**config.mk**
```make
export PLATFORM = sky130hd
export DESIGN_NAME = neuron_accum_fire
export DESIGN_NICKNAME = d
export VERILOG_FILES = /design/src/rtl/neuron_pkg.sv /design/src/rtl/neuron_leak_timer.sv /design/src/rtl/neuron_accum_fire.sv
export SDC_FILE = /design/constraint.sdc
export NUM_CORES = 1
export LEC_CHECK = 0
export BUFFER_PORTS_ARGS = -buffer_cell sky130_fd_sc_hd__buf_2
export CAP_MARGIN = 15
export CORE_MARGIN = 1
export CORE_UTILIZATION = 53
export DETAILED_ROUTE_END_ITERATION = 6
export MAX_ROUTING_LAYER = met4
export PLACE_DENSITY = 0.8
export SLEW_MARGIN = 20
export SYNTH_ARGS = -nofsm -noshare
export SYNTH_HDL_FRONTEND = slang
export SYNTH_HIERARCHICAL = 1
export SYNTH_SLANG_ARGS = --single-unit
```
**constraint.sdc**
```tcl
create_clock -name CLK -period 2.55 [get_ports CLK]
set_input_delay 0.3825 -clock CLK [delete_from_list [all_inputs] [get_ports CLK]]
set_output_delay 0.3825 -clock CLK [all_outputs]
set_load 0.01 [all_outputs]
```
**src/rtl/neuron_pkg.sv**
```systemverilog
// Shared definitions for the accumulate-and-fire neuron.
// Holds the state encoding (also exported on the debug state port),
// the default potential width that matches the upstream ripple-carry
// adder, and the saturated potential value for that default width.
package neuron_pkg;

   localparam int NEURON_WIDTH = 10;

   localparam logic [NEURON_WIDTH-1:0] VMAX = {NEURON_WIDTH{1'b1}};

   typedef enum logic [1:0] {
      INTEGRATE = 2'd0,
      FIRE      = 2'd1,
      REFRAC    = 2'd2
   } state_t;

endpackage

```
**src/rtl/neuron_leak_timer.sv**
```systemverilog
// Idle-cycle timer that paces the membrane leak.
// Counts enabled cycles and raises tick on the cycle in which the count
// sits at PERIOD-1; the count then wraps to zero. A PERIOD of 0 never
// ticks. Synchronous active-high reset.
// Ports:
//   clk    - rising-edge clock
//   rst    - synchronous reset, clears the count
//   clear  - restart the idle count (an input was accepted)
//   enable - this is an idle integrate cycle, advance the count
//   tick   - combinational: a leak step happens on this edge
module neuron_leak_timer #(
   parameter int PERIOD = 4
) (
   input  logic clk,
   input  logic rst,
   input  logic clear,
   input  logic enable,
   output logic tick
);

   localparam int CW = (PERIOD > 1) ? $clog2(PERIOD) : 1;

   logic [CW-1:0] count;
   logic          at_end;

   assign at_end = (count == CW'(PERIOD - 1));
   assign tick   = (PERIOD != 0) && enable && at_end;

   // The count wraps when it reaches the last idle cycle of a period, so a
   // leak step lands on every PERIOD-th consecutive idle cycle. A clear
   // restarts the period so the leak never fires right after an input.
   always_ff @(posedge clk) begin
      if (rst || clear) begin
         count <= '0;
      end else if (enable) begin
         count <= at_end ? '0 : count + CW'(1);
      end
   end

endmodule

```
**src/rtl/neuron_accum_fire.sv**
```systemverilog
// Membrane-potential register and fire logic downstream of the adder.
// The adder sum (saturated on carry-out) becomes the new potential; the
// potential is fed back as the adder's A operand. Reaching threshold
// produces a one-cycle spike, reloads VRESET and blocks input for a
// refractory period. While idle in INTEGRATE a periodic leak decrements
// the potential, flooring at zero.
// Ports:
//   CLK      - rising-edge clock
//   RST      - synchronous active-high reset
//   IN_VALID - SUM/COUT valid this cycle
//   IN_READY - input accepted this cycle (INTEGRATE only)
//   SUM      - adder sum
//   COUT     - adder carry-out, 1 means overflow
//   THRESH   - unsigned firing threshold, used on accept
//   V_OUT    - registered membrane potential
//   SPIKE    - registered one-cycle fire pulse
//   STATE_O  - current state encoding for debug
module neuron_accum_fire
   import neuron_pkg::*;
#(
   parameter int WIDTH       = NEURON_WIDTH,
   parameter int VRESET      = 0,
   parameter int REFRAC_CYC  = 3,
   parameter int LEAK_PERIOD = 4
) (
   input  logic             CLK,
   input  logic             RST,
   input  logic             IN_VALID,
   output logic             IN_READY,
   input  logic [WIDTH-1:0] SUM,
   input  logic             COUT,
   input  logic [WIDTH-1:0] THRESH,
   output logic [WIDTH-1:0] V_OUT,
   output logic             SPIKE,
   output logic [1:0]       STATE_O
);

   localparam int RW = (REFRAC_CYC > 1) ? $clog2(REFRAC_CYC) : 1;

   state_t           state;
   state_t           next_state;
   logic             accept;
   logic [WIDTH-1:0] vnext;
   logic             crossed;
   logic             leak_tick;
   logic [RW-1:0]    refrac_cnt;

   assign accept  = IN_VALID && (state == INTEGRATE);
   assign vnext   = COUT ? {WIDTH{1'b1}} : SUM;
   assign crossed = (vnext >= THRESH);
   assign STATE_O = state;

   // The leak timer only advances on idle integrate cycles; during fire
   // and refractory it simply holds (it was already cleared by the
   // accepted input that caused the fire).
   neuron_leak_timer #(
      .PERIOD (LEAK_PERIOD)
   ) u_leak (
      .clk    (CLK),
      .rst    (RST),
      .clear  (accept),
      .enable ((state == INTEGRATE) && !accept),
      .tick   (leak_tick)
   );

   // State register.
   always_ff @(posedge CLK) begin
      if (RST) begin
         state <= INTEGRATE;
      end else begin
         state <= next_state;
      end
   end

   // Next-state decode and the ready output. Only an accepted input can
   // cause a fire; the leak can only lower the potential so it never
   // needs a threshold compare.
   always_comb begin
      next_state = state;
      IN_READY   = 1'b0;
      case (state)
         INTEGRATE: begin
            IN_READY = 1'b1;
            if (accept && crossed) begin
               next_state = FIRE;
            end
         end
         FIRE: begin
            next_state = (REFRAC_CYC > 0) ? REFRAC : INTEGRATE;
         end
         REFRAC: begin
            if (refrac_cnt == '0) begin
               next_state = INTEGRATE;
            end
         end
         default: begin
            next_state = INTEGRATE;
         end
      endcase
   end

   // Potential, refractory counter and spike register. The spike is the
   // registered "entering FIRE" flag, so it is high exactly while the
   // state register holds FIRE. An accept beats a coincident leak tick
   // because the leak timer's enable is suppressed by the accept.
   always_ff @(posedge CLK) begin
      if (RST) begin
         V_OUT      <= WIDTH'(VRESET);
         refrac_cnt <= '0;
         SPIKE      <= 1'b0;
      end else begin
         SPIKE <= (next_state == FIRE);
         case (state)
            INTEGRATE: begin
               if (accept) begin
                  V_OUT <= vnext;
               end else if (leak_tick && (V_OUT != '0)) begin
                  V_OUT <= V_OUT - WIDTH'(1);
               end
            end
            FIRE: begin
               V_OUT <= WIDTH'(VRESET);
               if (REFRAC_CYC > 0) begin
                  refrac_cnt <= RW'(REFRAC_CYC - 1);
               end
            end
            REFRAC: begin
               if (refrac_cnt != '0) begin
                  refrac_cnt <= refrac_cnt - RW'(1);
               end
            end
            default: begin
               refrac_cnt <= '0;
            end
         endcase
      end
   end

endmodule

```
-- Word level (Yosys, flattened, before mapping)
Index checks and enable logic that the tools add are counted.
- add/sub/neg operators: 3
- $lt $le $gt $ge: 1
- equality and inequality tests: 6
- mux-type cells: 11
- bitwise logic cells: 1
- reductions and logical operators: 14
- operators with widths (cell ; number):
    $mux W10 ; 3
    $pmux W10 S2 ; 1
    $pmux W2 S3 ; 2
    $ge A10 B10 Y1 ; 1
    $reduce_bool A10 Y1 ; 1
    $sub A10 B1 Y10 const B ; 1
    $mux W2 ; 4
    $logic_and A1 B1 Y1 ; 5
    $eq A2 B1 Y1 const B ; 2
    $eq A2 B2 Y1 const B ; 2
    $logic_not A2 Y1 ; 2
    $reduce_and A2 Y1 ; 2
    $reduce_bool A2 Y1 ; 2
    $ne A3 B2 Y1 const B ; 1
    $add A2 B1 Y2 const B ; 1
    $ne A2 B2 Y1 const B ; 1
    $sub A2 B1 Y2 const B ; 1
    $logic_not A1 Y1 ; 1
    $logic_or A1 B1 Y1 ; 1
    $mux W1 ; 1
    $not A1 Y1 ; 1
- bits in registers: 17

-- Depth between registers and ports, before layout
Gate-level depths: netlist of run 1.
- word-level depth: 9
- gate-level depth with buffers: 11

-- Hierarchy
Netlist of run 1, hierarchy kept.
- modules (own cells, without submodules) (module ; times used ; cells an instance ; area an instance (µm²) ; seq. area each (µm²)):
    neuron_accum_fire ; 1 ; 173 ; 1360.1 ; 300.3
    neuron_leak_timer ; 1 ; 9 ; 101.3 ; 40.0

-- Worst setup path before layout of run 1
OpenSTA, ideal clock, no wires.
- path type: register to register
- start point: register state[1], in the netlist STATE_O[1]
- end point: register V_OUT[6]
- data arrival time: 1.960 ns
- required time: 2.480 ns
- path slack: 0.519 ns
- stages on the path, launching flop included: 11
- path buffers: 1
- clock period less this slack: 2.031 ns
- cells stage by stage: dfxtp_1 inv_1 ha_1 buf_6 nand2b_1 inv_1 and2_1 o22a_2 nand2_1 or4_1 a21oi_1
- cells in the longest elaborated chain, start to end: 8
- ends and longest elaborated chain (item ; line ; RTL):
    from (decl) ; neuron_accum_fire.sv:40 ; state_t state;
    from (signal assigned) ; neuron_accum_fire.sv:71 ; state <= next_state;
    $logic_not A2 Y1 (*) ; neuron_accum_fire.sv:48, neuron_accum_fire.sv:62 ;
    $logic_and A1 B1 Y1 ; neuron_accum_fire.sv:48 ; assign accept = IN_VALID && (state == INTEGRATE);
    $logic_not A1 Y1 ; neuron_accum_fire.sv:62 ; .enable ((state == INTEGRATE) && !accept),
    $logic_and A1 B1 Y1 (*) ; neuron_accum_fire.sv:62 ;
    $logic_and A1 B1 Y1 (*) ; neuron_leak_timer.sv:27 ; assign tick = (PERIOD != 0) && enable && at_end;
    net leak_tick ; neuron_accum_fire.sv:45 ; logic leak_tick;
    $logic_and A1 B1 Y1 (*) ; neuron_accum_fire.sv:117 ; end else if (leak_tick && (V_OUT != '0)) begin
    $ne A3 B2 Y1 (no source line) (*) ; - ;
    $reduce_and A2 Y1 (no source line) (*) ; - ;
    to (signal assigned) ; neuron_accum_fire.sv:116 ; V_OUT <= vnext;
    to (signal assigned) ; neuron_accum_fire.sv:118 ; V_OUT <= V_OUT - WIDTH'(1);
    to (signal assigned) ; neuron_accum_fire.sv:122 ; V_OUT <= WIDTH'(VRESET);
    to (decl) ; neuron_accum_fire.sv:33 ; output logic [WIDTH-1:0] V_OUT,
The timed path passes the listed nets; every way through them passes the cells marked *.
A chain may end at the register's enable or synchronous reset.

-- Worst setup path in the final report of run 1
Ends and elaborated chain as after synthesis.

==> impl_metrics.csv, run 1 <==
group,metric,value,unit
die,die_area,0.002971,mm2
flow_run,drv_cap,0,
yosys,synthFlopType,"dfxtp_1",
clock_tree,postCtsSetupBuffers,0,
clock_tree,cts_buffers,3,
die,rows,18,
layout,final_nets,259,
global_routing,grt_max_degree,21,
yosys,synthesis.nets,223,
layout,fill_cells,220,
die,pin_count,38,
pwr,p_per_area,778.6,mW/mm2
clock_tree,cts-htree-levels,1,
yosys,synth-async-reset-ratio,0,%
critical_path,worstPathArrival,2480,ps
sta,drv_slew,0,
critical_path,required,2780,ps
global_routing,track_usage,24.35,%
layout,drive_gt1_share,27.65,%
yosys,synth_edf_count,0,
critical_path,worstRegToRegCells,9,
sta,worst_pin_slew,462.1,ps
routing,routed_via_density,5.749,
sta,fin_crit,2248,ps
hold_path,holdCritPathClass,"in -> reg",
routing,drt_first_iter_violations,27,
critical_path,crit_type,"reg -> reg",
sta,setup_viol,0,
sta,fmax,444.8,MHz
clock_tree,ctsRootBufferMaster,"clkbuf_4",
sta,finalCritPeriodShare,88.17,%
yosys,synth.distinct_cells,52,
clock_tree,tritoncts,"done",
sta,max_slew_margin,68.76,%
place,gp_congestion,0.8227,
yosys,ys_ff_latch,17,
die,start_util,57.42,%
routing,vias,1420,
clock_tree,clk_latency,300,ps
hold_path,holdPathStages,2,
place,port_buffers,37,
place,placedCellCount,243,
routing,drtPass1Iterations,4,
routing,routedWlPerCell,13.48,um
yosys,synth_cells,182,
critical_path,r2r_setup_slack,300,ps
critical_path,crit_fanout,10,
clock_tree,clkTransAtPathRegs,110,ps
pwr,ir_drop,516.5,uV
die,die_h,54.51,um
sta,fin_setup_tns,0,ps
global_routing,grt_overflow_total,0,
sta,finClkSkew,3.728,ps
die,core-area,0.002545,mm2
clock_tree,holdBufCountCts,0,
clock_tree,cts_sinks,17,
clock_tree,max-clock-path-buffers,2,
clock_tree,cts_resized,0,
global_routing,grt_pass1_wl,5.078,mm
yosys,seq_area_frac_synth,23.29,%
layout,fin_cells,247,
layout,area_growth,13.53,%
routing,totalWireLength,3.329,mm
global_routing,grt_antenna_before_repair,0,
pwr,leakage,0.0007894,uW
place,hpwl,2.562,mm
global_routing,grt_pass1_vias,1167,
yosys,synth_warnings,6,
critical_path,worstSetupEndpointType,"flop",
die,die_x,54.51,um
routing,antenna_left,0,
yosys,avgSynthCellArea,8.030,um2
routing,drc_errors,0,
critical_path,cp-start-kind,"flop",
sta,rsz0062_at_grt,"no",
outcome,status,"finished, final reports clean",
layout,antenna_cells,0,
yosys,syn_area,0.001461,mm2
sta,finalHoldViolations,0,
## synth_stat cells (3+ instances only)
cell type / n / area share, %
nor3_1: 5 / 1.7
o2111ai_1: 4 / 2.4
nand4_1: 4 / 1.7
nand2b_1: 6 / 2.6
nor2_1: 11 / 2.8
nand2_1: 17 / 4.4
o21a_1: 3 / 1.5
ha_1: 17 / 15
or2_2: 8 / 3.4
o31ai_1: 3 / 1.5
inv_1: 17 / 4.4
o21ai_0: 5 / 1.7
dfxtp_1: 17 / 23
a21oi_1: 18 / 6.2
## stage by stage
step           setup WS [ps]  utilization (%)  total power (uW)  hold WS (ps)  area [um2]
6_report               301.6            65.19              1292         443.6        1659
5_1_grt                94.45            65.19              1401         442.5        1659
4_1_cts                324.1            65.19              1293         449.9        1659
3_5_place_dp           361.5            64.11              1143         507.0        1632
3_3_place_gp           449.2            64.11              1119         498.4        1632
2_1_floorplan          519.3                -             972.6         447.1        1461
## layer usage
metal	track usage, %	routed length [um]
met5	-	0
met1	31.94	1582
met2	39.02	1502
met4	7.692	27
met3	2.500	217
## where the power goes
group / switching (uW) / total (uW) / internal [uW]
registers: 105 / 434 / 329
clock network: 91.7 / 150 / 58.4
logic: 387 / 708 / 321
## worst paths after layout
kind | startpoint | endpoint
min reg2reg | refrac_cnt[1] | refrac_cnt[1]
max | STATE_O[1] | V_OUT[6]
min | RST | refrac_cnt[0]
max reg2reg | STATE_O[1] | V_OUT[6]
## area by class of cell
type / instances / area (um2) / share of cell area [%]
tap: 30 / 37.54 / 2.262
sequential: 17 / 340.3 / 20.51
clock inverter: 1 / 5.005 / 0.3017
inverter: 19 / 71.32 / 4.299
timing repair buffer: 38 / 192.7 / 11.61
clock buffer: 3 / 22.52 / 1.357
multi-input combinational: 139 / 989.7 / 59.65
## critical path, cell delays in order (launching register included)
cell      delay [ps]
dfxtp_1          390
inv_1            110
ha_1             370
nand2b_1         150
inv_1            150
and2_1           160
o22a_2           160
nand2_1           60
or4_1            490
a21oi_1          140
## logic make-up (layout without fill, tap and decap cells)
kind of cell / after synthesis / after routing / share of synthesized area [%]
fa+ha+maj: 17 / 17 / 14.55
xor+xnor: 3 / 3 / 1.798
simple gates: 68 / 68 / 27.48
compound gates: 49 / 49 / 22.52
mux: 2 / 2 / 1.370
buf+inv: 26 / 61 / 8.989
flops: 17 / 17 / 23.29
## sequential cells by signal, indices dropped and copies added (netlist names)
register and count:
SPIKE 1, STATE_O 2, V_OUT 10, refrac_cnt 2, u_leak/count 2
## placed cells by master (no fill, tap or decap), types with 3 or more instances in the layout
master,n
buf_2,37
a21oi_1,18
dfxtp_1,17
inv_1,17
nand2_1,17
ha_1,17
nor2_1,11
or2_2,8
nand2b_1,6
nor3_1,5
o21ai_0,5
o2111ai_1,4
nand4_1,4
o31ai_1,3
o21a_1,3
clkbuf_4,3
Power figures use the tool's default switching activity.
==> inputs of run 2 (changes only) <==
Clock period 2.55 ns to 2.5 ns, I/O delays scaled along.
==> impl_metrics.csv, run 2 (same netlist as run 1, synthesis figures left out) <==
group,metric,value,unit
die,die_x,54.51,um
clock_tree,max-clock-path-buffers,2,
place,place_area,0.001639,mm2
routing,drc_errors,0,
global_routing,grt_pass1_vias,1284,
routing,drtPass1Iterations,4,
pwr,p_per_area,810.3,mW/mm2
layout,layout_commonest_cell,"buf_2",
place,placedCellCount,244,
pwr,leakage,0.0007901,uW
clock_tree,ctsRootBufferMaster,"clkbuf_4",
flow_run,drv_cap,0,
critical_path,worstRegToRegCells,9,
critical_path,crit_fanout,7,
routing,drt_first_iter_violations,45,
routing,vias,1429,
critical_path,cp-start-kind,"flop",
global_routing,grt_overflow_total,0,
clock_tree,clkTransAtPathRegs,110,ps
layout,antenna_cells,0,
critical_path,crit_type,"reg -> reg",
sta,fin_crit,2022,ps
sta,setup_slack,477.7,ps
sta,setup_viol,0,
clock_tree,holdBufCountCts,0,
clock_tree,tritoncts,"done",
critical_path,worstPathArrival,2270,ps
global_routing,grt_pass1_wl,5.382,mm
global_routing,grt_max_degree,21,
critical_path,worstSetupEndpointType,"flop",
sta,drv_slew,0,
sta,finalCritPeriodShare,80.89,%
layout,layout_common_cells,"37 x buf_2, 18 x a21oi_1",
outcome,status,"finished, final reports clean",
clock_tree,cts_resized,0,
routing,routed_via_density,5.762,
sta,finClkSkew,4.767,ps
sta,worst_hold_slack,437.1,ps
layout,final_nets,260,
global_routing,grt_antenna_before_repair,0,
sta,rsz0062_at_grt,"no",
layout,final_area,0.001669,mm2
place,hpwl,2.674,mm
critical_path,required,2750,ps
die,pin_count,38,
place,post-place-ws,366.4,ps
layout,area_growth,14.21,%
routing,totalWireLength,3.487,mm
critical_path,rr_startpoint,"STATE_O[1]",
pwr,ir_drop,593.0,uV
clock_tree,postCtsSetupBuffers,0,
place,gp_congestion,0.8232,
routing,routedWlPerCell,14.06,um
global_routing,track_usage,25.99,%
layout,fin_cells,248,
sta,finalHoldViolations,0,
die,rows,18,
die,die_h,54.51,um
layout,largest_reg_flops,10,
clock_tree,cts_buffers,3,
sta,max_slew_margin,71.69,%
clock_tree,clk_latency,310,ps
die,die_area,0.002971,mm2
clock_tree,cts-htree-levels,1,
routing,antenna_left,0,
hold_path,holdCritPathClass,"in -> reg",
sta,worst_pin_slew,418.8,ps
sta,fin_setup_tns,0,ps
layout,largest_register,"V_OUT",
place,port_buffers,37,
clock_tree,cts_sinks,17,
hold_path,holdPathStages,2,
critical_path,critPathLaunch,"STATE_O[1]",
die,start_util,57.42,%
layout,drive_gt1_share,27.98,%
hold_path,holdCritStartpoint,"RST",
sta,fmax,494.5,MHz
die,core-area,0.002545,mm2
==> run 2: cell types whose count changed in the layout (fill, tap and decap cells not counted) <==
cell	before	now
clkinv_2	1	0
clkinvlp_4	0	1
buf_4	1	2
==> run 2: critical path, stage by stage (launching register included) <==
cell	delay [ps]
dfxtp_1	390
inv_1	100
ha_1	170
nand2b_1	90
inv_1	150
and2_1	170
o22a_2	160
nand2_1	60
or4_1	520
a21oi_1	160
==> run 2: through the flow <==
stage	total power, uW	utilization, %
final	1353	65.59
after global routing	1455	65.59
after CTS	1348	65.59
after detailed placement	1182	64.41
after global placement	1151	64.41
after floorplan	992.1	-
==> run 2: worst paths after layout <==
check	slack [ps]	end
setup / recovery	480	V_OUT[6]
hold / removal	440	refrac_cnt[1]
setup reg to reg	480	V_OUT[6]
hold reg to reg	530	V_OUT[6]
==> run 2: power by group <==
| part | internal, uW | total [uW] | leakage (uW) | switching [uW] |
|---|---|---|---|---|
| clock network | 61.2 | 162 | 0.0000139 | 101 |
| registers | 336 | 447 | 0.000140 | 111 |
| logic | 333 | 744 | 0.000637 | 411 |
| total | 729 | 1350 | 0.000790 | 623 |
==> run 2: cell type report <==
| cell class | instances | area, um2 |
|---|---|---|
| flip-flops and latches | 17 | 340.3 |
| fillers | 249 | 875.8 |
| clock buffers | 3 | 22.52 |
| multi-input cells | 139 | 989.7 |
| repair buffers | 39 | 200.2 |
| inverters | 19 | 71.32 |
| clock inverters | 1 | 7.507 |
| well taps | 30 | 37.54 |
==> run 2: layer usage <==
layer / part of all wire [%] / wire, um / global-route usage, %
met5: 0 / 0 / -
met4: 0.29 / 10 / 4.274
met3: 6.8 / 236 / 6.667
met2: 47 / 1626 / 43.90
met1: 46 / 1614 / 31.34
==> inputs of run 3 (changes only) <==
Clock period 2.5 ns to 2 ns, I/O delays scaled along.
==> impl_metrics.csv, run 3 (same netlist as run 1, synthesis figures left out) <==
group,metric,value,unit
die,core-area,0.002545,mm2
layout,largest_reg_flops,10,
layout,largest_register,"V_OUT",
clock_tree,cts_sinks,17,
routing,routed_via_density,5.813,
layout,layout_commonest_cell,"buf_2",
critical_path,worstSetupEndpointType,"flop",
critical_path,crit_type,"reg -> reg",
routing,totalWireLength,3.624,mm
critical_path,worstPathArrival,2110,ps
routing,antenna_left,0,
pwr,finalPower,1770,uW
die,die_h,54.51,um
critical_path,r2r_end,"V_OUT[6]",
place,port_buffers,37,
global_routing,grt_max_degree,21,
layout,seqCellArea,341.6,um2
die,rows,18,
clock_tree,max-clock-path-buffers,2,
sta,finalCritPeriodShare,94.15,%
hold_path,holdPathStages,2,
clock_tree,cts-htree-levels,1,
hold_path,holdCritStartpoint,"RST",
clock_tree,clk_latency,290,ps
layout,antenna_cells,0,
layout,final_nets,268,
sta,max_slew_margin,66.47,%
layout,fill_cells,229,
layout,fin_util,68.63,%
sta,drv_slew,0,
flow_run,drv_cap,0,
die,die_area,0.002971,mm2
pwr,ir_drop,701.8,uV
global_routing,grt_pass1_wl,5.664,mm
critical_path,crit_slowest_cell,"or4_4",
critical_path,crit_chain,"inv_1, ha_1, nor3b_4, a21boi_1, a211oi_1, or4_4, a21oi_2",
critical_path,r2r_setup_slack,120,ps
outcome,status,"finished, final reports clean",
critical_path,required,2230,ps
global_routing,grt_overflow_total,0,
global_routing,track_usage,27.77,%
routing,drtPass1Iterations,4,
layout,multi_input_area,0.001010,mm2
die,pin_count,38,
clock_tree,clkTransAtPathRegs,100,ps
sta,worst_pin_slew,496.0,ps
critical_path,worstRegToRegCells,7,
routing,routedWlPerCell,14.16,um
layout,layout_common_cells,"37 x buf_2, 17 x nand2_1, 17 x a21oi_1",
sta,fin_crit,1883,ps
die,start_util,57.42,%
routing,vias,1488,
global_routing,grt_pass1_vias,1309,
hold_path,min_to,"refrac_cnt[0]",
critical_path,rr_startpoint,"V_OUT[1]",
critical_path,cp-start-kind,"flop",
critical_path,crit_fanout,6,
pwr,leakage,0.0008343,uW
routing,drc_errors,0,
clock_tree,holdBufCountCts,0,
sta,setup_viol,0,
die,die_x,54.51,um
hold_path,holdCritPathClass,"in -> reg",
sta,finClkSkew,2.760,ps
clock_tree,cts_buffers,3,
clock_tree,tritoncts,"done",
routing,drt_first_iter_violations,63,
layout,drive_gt1_share,32.74,%
sta,finalHoldViolations,0,
clock_tree,ctsRootBufferMaster,"clkbuf_4",
layout,area_growth,19.52,%
place,hpwl,2.863,mm
critical_path,crit_path_max_incr_delay,500,ps
pwr,p_per_area,1013,mW/mm2
global_routing,grt_antenna_before_repair,0,
sta,fmax,531.1,MHz
place,gp_congestion,0.8618,
==> run 3: cell types whose count changed in the layout (fill, tap and decap cells not counted), sizes merged <==
| cell | delta |
|---|---|
| buf | +8 |
| clkbuf | +1 |
| clkinvlp | -1 |
==> run 3: what timing repair did <==
item	in CTS	in global routing
buffers inserted	0	1
hold endpoints to repair	0	0
gates resized for setup	0	5
setup endpoints to repair	0	3
==> run 3: final cells by class <==
cell class                 count  share of cell area (%)
multi-input combinational    139                   57.81
sequential                    17                   19.56
timing repair buffer          47                   14.90
inverter                      19                   4.083
tap                           30                   2.149
clock buffer                   4                   1.504
==> run 3: critical path, delay by kind of cell (launching register included) <==
| family | cells | cell delay, ps |
|---|---|---|
| AO/OA/AOI/OAI | 3 | 410 |
| adder cells (fa/ha/maj) | 1 | 220 |
| buffers and inverters | 1 | 70 |
| flip-flops | 1 | 440 |
| AND/OR/NAND/NOR | 2 | 690 |
==> run 3: worst max-delay path by stage <==
stage	startpoint	end	slack, ps	depth (start not counted)
after floorplan	STATE_O[0]	V_OUT[6]	30	10
after global placement	COUT	SPIKE	40	8
after detailed placement	COUT	SPIKE	-70	8
after CTS	STATE_O[0]	V_OUT[6]	80	9
after global routing	STATE_O[1]	V_OUT[8]	-10	8
final	V_OUT[1]	V_OUT[6]	120	7
==> run 3: stage by stage <==
stage	setup TNS [ps]	instances	setup WS (ps)	instance area (um2)	hold slack (ps)
2_1_floorplan	0	182	28.76	1474	364.6
3_3_place_gp	0	251	35.72	1704	489.5
3_5_place_dp	-147.0	251	-70.69	1704	502.7
4_1_cts	0	255	77.04	1730	355.3
5_1_grt	-13.12	256	-13.12	1747	378.1
6_report	0	256	117.0	1747	366.7
==> run 3: report_power, final <==
group | leakage [uW] | switching [uW] | total [uW] | internal (uW)
clock | 0.0000150 | 111 | 188 | 77.6
sequential | 0.000140 | 128 | 548 | 420
combinational | 0.000679 | 546 | 1030 | 488
==> run 3: routing by layer <==
metal  vias up  GRT usage, %  part of all wire, %  routed length (um)
met4         0         10.26                  1.5                  53
met1       686         35.66                   44                1600
met2        60         43.29                   46                1682
li1        736             -                    -                   -
met5         -             -                    0                   0
met3         6         4.722                  7.9                 287
